File: config.mk
export PLATFORM = sky130hd
export DESIGN_NAME = itable_fetch_sequencer
export DESIGN_NICKNAME = d
export VERILOG_FILES = /design/src/rtl/itable_fetch_sequencer_pkg.sv /design/src/rtl/itable_fetch_sequencer_timer.sv /design/src/rtl/itable_fetch_sequencer.sv
export SDC_FILE = /design/constraint.sdc
export NUM_CORES = 1
export LEC_CHECK = 0
export CAP_MARGIN = 20
export CORE_UTILIZATION = 44
export DETAILED_ROUTE_END_ITERATION = 10
export GPL_ROUTABILITY_DRIVEN = 1
export PLACE_DENSITY = 0.75
export SYNTH_ARGS = -nofsm -noshare
export SYNTH_HDL_FRONTEND = slang
export SYNTH_SLANG_ARGS = --single-unit
File: constraint.sdc
create_clock -name CLK -period 2.1 [get_ports CLK]
set_input_delay 0.315 -clock CLK [delete_from_list [all_inputs] [get_ports CLK]]
set_output_delay 0.315 -clock CLK [all_outputs]
set_load 0.005 [all_outputs]
File: src/rtl/itable_fetch_sequencer_pkg.sv
// Shared types and constants for the opcode fetch sequencer.
// The state encoding is fixed so that the decoder family can trace it.
package itable_fetch_sequencer_pkg;

  localparam int BYTE_W = 8;
  localparam logic [BYTE_W-1:0] RESET_OPCODE_DEFAULT = 8'h00;

  typedef enum logic [2:0] {
    ST_M1_REQ    = 3'd0,
    ST_DECODE    = 3'd1,
    ST_EXEC      = 3'd2,
    ST_OP_REQ    = 3'd3,
    ST_WRITEBACK = 3'd4
  } state_e;

  function automatic logic is_req_state(input state_e s);
    return (s == ST_M1_REQ) || (s == ST_OP_REQ);
  endfunction

endpackage

File: src/rtl/itable_fetch_sequencer_timer.sv
// Bus wait-cycle counter with terminal compare, shared by both request states.
// LIMIT of 0 never expires; the count saturates so it cannot wrap into a false expiry.
module itable_fetch_sequencer_timer #(
  parameter int LIMIT = 15
) (
  input  logic clk,
  input  logic srst,
  input  logic clear,
  input  logic inc,
  output logic expired
);

  localparam int CW = (LIMIT < 2) ? 1 : $clog2(LIMIT + 1);
  localparam logic [CW-1:0] CNT_MAX = {CW{1'b1}};

  logic [CW-1:0] count_reg;

  always_ff @(posedge clk) begin
    if (srst || clear) begin
      count_reg <= '0;
    end else if (inc && (count_reg != CNT_MAX)) begin
      count_reg <= count_reg + 1'b1;
    end
  end

  always_comb begin
    expired = (LIMIT != 0) && (count_reg == CW'(LIMIT));
  end

endmodule

File: src/rtl/itable_fetch_sequencer.sv
// Opcode/operand fetch sequencer feeding the decoder: latches ITABLE and its
// registered complement, sequences M1/operand-head cycles from decoder feedback.
module itable_fetch_sequencer
  import itable_fetch_sequencer_pkg::*;
#(
  parameter int                BUS_TIMEOUT  = 15,
  parameter logic [BYTE_W-1:0] RESET_OPCODE = RESET_OPCODE_DEFAULT
) (
  input  logic              CLK,
  input  logic              RESET,
  input  logic [BYTE_W-1:0] Bus_Data,
  input  logic              Bus_Ready,
  output logic              Bus_Req,
  output logic              PC_Inc,
  output logic [BYTE_W-1:0] ITABLE,
  output logic [BYTE_W-1:0] notITABLE,
  output logic              Dec_Enable,
  output logic              CM1,
  output logic [BYTE_W-1:0] Operand,
  output logic              Operand_Valid,
  output logic              Bus_Err,
  input  logic              P2_Set_CM1,
  input  logic              P2_Reset_ITABLE,
  input  logic              Pa_Ophd
);

  state_e            state_reg, state_next;
  logic [BYTE_W-1:0] itable_reg, itable_next;
  logic [BYTE_W-1:0] notitable_reg;
  logic [BYTE_W-1:0] operand_reg, operand_next;

  logic in_req, expired, req_active, accept, abort;
  logic timer_clear, timer_inc, dec_en;

  // RESET gates the strobes so a Bus_Ready in the reset cycle is never accepted.
  always_comb begin
    in_req      = is_req_state(state_reg);
    req_active  = in_req && !expired && !RESET;
    accept      = req_active && Bus_Ready;
    abort       = in_req && expired && !RESET;
    timer_clear = !in_req || accept || expired;
    timer_inc   = in_req && !Bus_Ready;
    dec_en      = (state_reg == ST_DECODE) || (state_reg == ST_EXEC) ||
                  (state_reg == ST_WRITEBACK);
  end

  itable_fetch_sequencer_timer #(
    .LIMIT (BUS_TIMEOUT)
  ) u_fetch_wait_timer (
    .clk     (CLK),
    .srst    (RESET),
    .clear   (timer_clear),
    .inc     (timer_inc),
    .expired (expired)
  );

  always_comb begin
    state_next   = state_reg;
    itable_next  = itable_reg;
    operand_next = operand_reg;

    if (dec_en && P2_Reset_ITABLE) begin
      itable_next = RESET_OPCODE;
    end

    case (state_reg)
      ST_M1_REQ: begin
        if (abort) begin
          itable_next = RESET_OPCODE;
          state_next  = ST_M1_REQ;
        end else if (accept) begin
          itable_next = Bus_Data;
          state_next  = ST_DECODE;
        end
      end
      ST_DECODE: begin
        // Operand head wins; the decoder repeats P2_Set_CM1 in WRITEBACK.
        if (Pa_Ophd) begin
          state_next = ST_OP_REQ;
        end else if (P2_Set_CM1) begin
          state_next = ST_M1_REQ;
        end else begin
          state_next = ST_EXEC;
        end
      end
      ST_EXEC: begin
        if (P2_Set_CM1) begin
          state_next = ST_M1_REQ;
        end
      end
      ST_OP_REQ: begin
        if (abort) begin
          itable_next = RESET_OPCODE;
          state_next  = ST_M1_REQ;
        end else if (accept) begin
          operand_next = Bus_Data;
          state_next   = ST_WRITEBACK;
        end
      end
      ST_WRITEBACK: begin
        state_next = P2_Set_CM1 ? ST_M1_REQ : ST_EXEC;
      end
      default: begin
        state_next = ST_M1_REQ;
      end
    endcase
  end

  // ITABLE and its complement share one edge so they can never disagree.
  always_ff @(posedge CLK) begin
    if (RESET) begin
      state_reg     <= ST_M1_REQ;
      itable_reg    <= RESET_OPCODE;
      notitable_reg <= ~RESET_OPCODE;
      operand_reg   <= '0;
    end else begin
      state_reg     <= state_next;
      itable_reg    <= itable_next;
      notitable_reg <= ~itable_next;
      operand_reg   <= operand_next;
    end
  end

  always_comb begin
    Bus_Req       = req_active;
    PC_Inc        = accept;
    Bus_Err       = abort;
    CM1           = (state_reg == ST_M1_REQ);
    Dec_Enable    = dec_en;
    Operand_Valid = (state_reg == ST_WRITEBACK) && !RESET;
    ITABLE        = itable_reg;
    notITABLE     = notitable_reg;
    Operand       = operand_reg;
  end

endmodule

==> flow_summary.toml <==
[critical_path]
criticalPathCategory = "flop to primary output"
worstSetupStartpointType = "flop"
r2r_cells = 9
worst_setup_path_end_kind = "primary output"
crit_fanout = 9
r2r_start = "u_fetch_wait_timer.count_reg[0]"
reg2reg_to = "Operand[3]"
critPathRequiredTime_ps = 1780
cp.arrival_ps = 1720
regToRegSetupSlack_ps = 350

[min_path]
min_to = "Operand[6]"
hp-class = "primary input to flop"
whs_path_depth = 3
hold_start = "RESET"

[timing]
layout_min_cycle_time_ps = 2034
fin_skew_ps = 12.79
finalSetupTns_ps = 0
hold_viol_final = 0
slew_headroom_pct = 75.75
setup_ws_ps = 66.11
min_period_over_period_pct = 96.85
fmax_ghz = 0.4917
tightestPinTransition_ps = 360.8
finalSetupViolations = 0
rsz0062_at_grt = "false"
drv_slew = 0

[yosys]
synthFlopType = "dfxtp_1"
synth_top_family_by_area = "compound AO/OA/AOI/OAI gates"
syn_nets = 131
ys_ff_latch = 31
synthMuxAreaShare_pct = 6.419
synth_compound_area_share_pct = 20.36
synthAdderAreaFrac_pct = 1.003
synth_area_um2 = 1247
synth-simple-area-share_pct = 13.64
synth_cells = 116
async_flop_share_pct = 0
synth-xor-area-share_pct = 2.808
syn_avg_cell_area_um2 = 10.75
yosys_warnings = 0
synth_edf_count = 0
ys_types = 36
synth.yosys.seq_area_share_pct = 49.75

[floorplanning]
die-area_um2 = 3052
std_cell_rows = 18
ios = 44
core_um2 = 2567
fp.dieW_um = 55.25
die_y_um = 55.25
start_util_pct = 48.59

[routing]
num_vias = 1105
detail_route.first_pass.iterations = 4
drcViolationCount = 0
post_drt_via_cell_ratio = 5.470
wl_um = 2773
wire_per_inst_um = 13.73
ant_nets = 0
initialDrtViolationCount = 27

[clocking]
htree_levels = 2
cts-buffers-inserted = 5
cts-root-buf = "clkbuf_4"
cts_tree = "built"
cts.sinks = 31
cts_buffer_depth = 2
clk_latency_ps = 320
cts.reportedPaths.clkPinSlew_ps = 90

[pwr]
power_density_nw_per_um2 = 618.4
p_leak_nw = 0.8178
internal_power_mw = 0.8811
swShare_pct = 23.83
vdd_drop_max_mv = 0.4926
switching_power_mw = 0.2756
p_seq_share_pct = 54.2
comb_power_share_pct = 16.6
p_clk_share_pct = 29.2

[final_layout]
layout.nets = 187
final_area_um2 = 1871
n_fill_cell = 197
drive_above_1_share_pct = 22.09
diodes = 0
area_growth_pct = 49.95

[global_routing]
antenna_found_initial = 0
grt_pass1_vias = 999
grt_overflow = 0
grt_start_max_net_pins = 17
grt_pass1_wl_um = 4409
global_route.usage.total_pct = 18.51

[placement]
postPlaceCellArea_um2 = 1747
routabilityCongestion = 0.7648
preCtsSetupSlack_ps = -49.98
port_buffers = 43
hpwl_um = 2034

[run]
maxCapViolCount = 0

[run_status]
status = "finished, final reports clean"
power groups by stage:
| stage | clock (mW) | combinational (mW) | sequential [mW] |
|---|---|---|---|
| finish | 0.337 | 0.193 | 0.627 |
| global route | 0.378 | 0.204 | 0.630 |
| CTS | 0.357 | 0.192 | 0.626 |
| detailed placement | 0 | 0.180 | 0.638 |
| global placement | 0 | 0.177 | 0.638 |
| floorplan | 0 | 0.0851 | 0.633 |
logic make-up (layout without fill, tap and decap cells):
family / count (synthesis) / in the layout
AO/OA/AOI/OAI: 27 / 27
XOR/XNOR: 4 / 4
buffers and inverters: 13 / 69
adder cells (fa/ha/maj): 1 / 1
flip-flops: 31 / 31
multiplexers: 8 / 8
AND/OR/NAND/NOR: 32 / 32
cell usage in the layout (no fill, tap or decap), types with 2 or more instances in the layout:
cell	instances
nor3_1	2
and3_1	2
clkdlybuf4s50_1	40
nand2_1	3
xor2_1	2
dlygate4sd2_1	2
clkbuf_4	5
nor2_1	14
a22o_1	8
inv_1	5
dfxtp_2	5
buf_4	13
xnor2_1	2
a22oi_1	8
dfxtp_1	26
mux2i_1	8
nand3_1	2
cells in the mapped netlist, drive strengths merged (2+ instances only):
master / count / area share (%)
mux2i: 8 / 6.4
xnor2: 2 / 1.4
inv: 5 / 1.5
and3: 2 / 1.0
and2: 2 / 1.0
nand2: 3 / 0.90
dfxtp: 31 / 50
clkbuf: 2 / 0.70
a22oi: 8 / 4.8
xor2: 2 / 1.4
a22o: 8 / 5.6
nand3: 2 / 0.80
nor2: 15 / 4.5
nor3: 3 / 1.6
buf: 6 / 3.8
o21ai: 2 / 1.7
worst max-delay path by stage:
stage	startpoint	endpoint	slack [ps]	cells after the start
floorplan	u_fetch_wait_timer.count_reg[0]	notITABLE[0]	420	6
global route	state_reg[1]	Operand_Valid	6	3
CTS	RESET	Operand_Valid	2	4
detailed placement	RESET	Bus_Req	-50	4
global placement	RESET	Bus_Req	10	4
finish	state_reg[1]	Operand_Valid	70	3
worst max-delay path: stages, from the launching register on:
cell             delay (ps)
dfxtp_2                 380
or2_4                   290
nor3b_1                 190
clkdlybuf4s50_1         530
area by class of cell:
class                           instances  area [um2]  area share, %
Inverter                                5       18.77          1.003
Timing Repair Buffer                   57       548.0          29.30
Clock inverter                          1       5.005         0.2676
Tap cell                               30       37.54          2.007
Multi-Input combinational cell         72       583.1          31.17
Clock buffer                            6       51.30          2.742
Sequential cell                        31       626.9          33.51
routing by layer:
metal	up-vias	share of wire [%]	wire length [um]	global-route usage [%]
met4	0	2.5	70	9.643
li1	530	-	-	-
met5	-	0	0	0
met1	528	40	1117	20.56
met3	7	5.9	163	5.621
met2	40	51	1422	31.67
what timing repair did:
| action | 4_1_cts | 5_1_grt |
|---|---|---|
| endpoints found under the setup margin | 5 | 4 |
| buffers inserted | 4 | 0 |
| pin swaps | 3 | 0 |
| resized for setup | 11 | 3 |
| hold buffers | 0 | 0 |
stage by stage:
stage	std cells	utilization, %	hold WS, ps	power, mW
2_1_floorplan	116	-	415.3	0.7181
3_3_place_gp	191	68.03	435.9	0.8142
3_5_place_dp	191	68.03	440.7	0.8185
4_1_cts	202	72.61	481.7	1.175
5_1_grt	202	72.86	436.5	1.213
6_report	202	72.86	438.0	1.157
(Power assumes the default switching activity.)
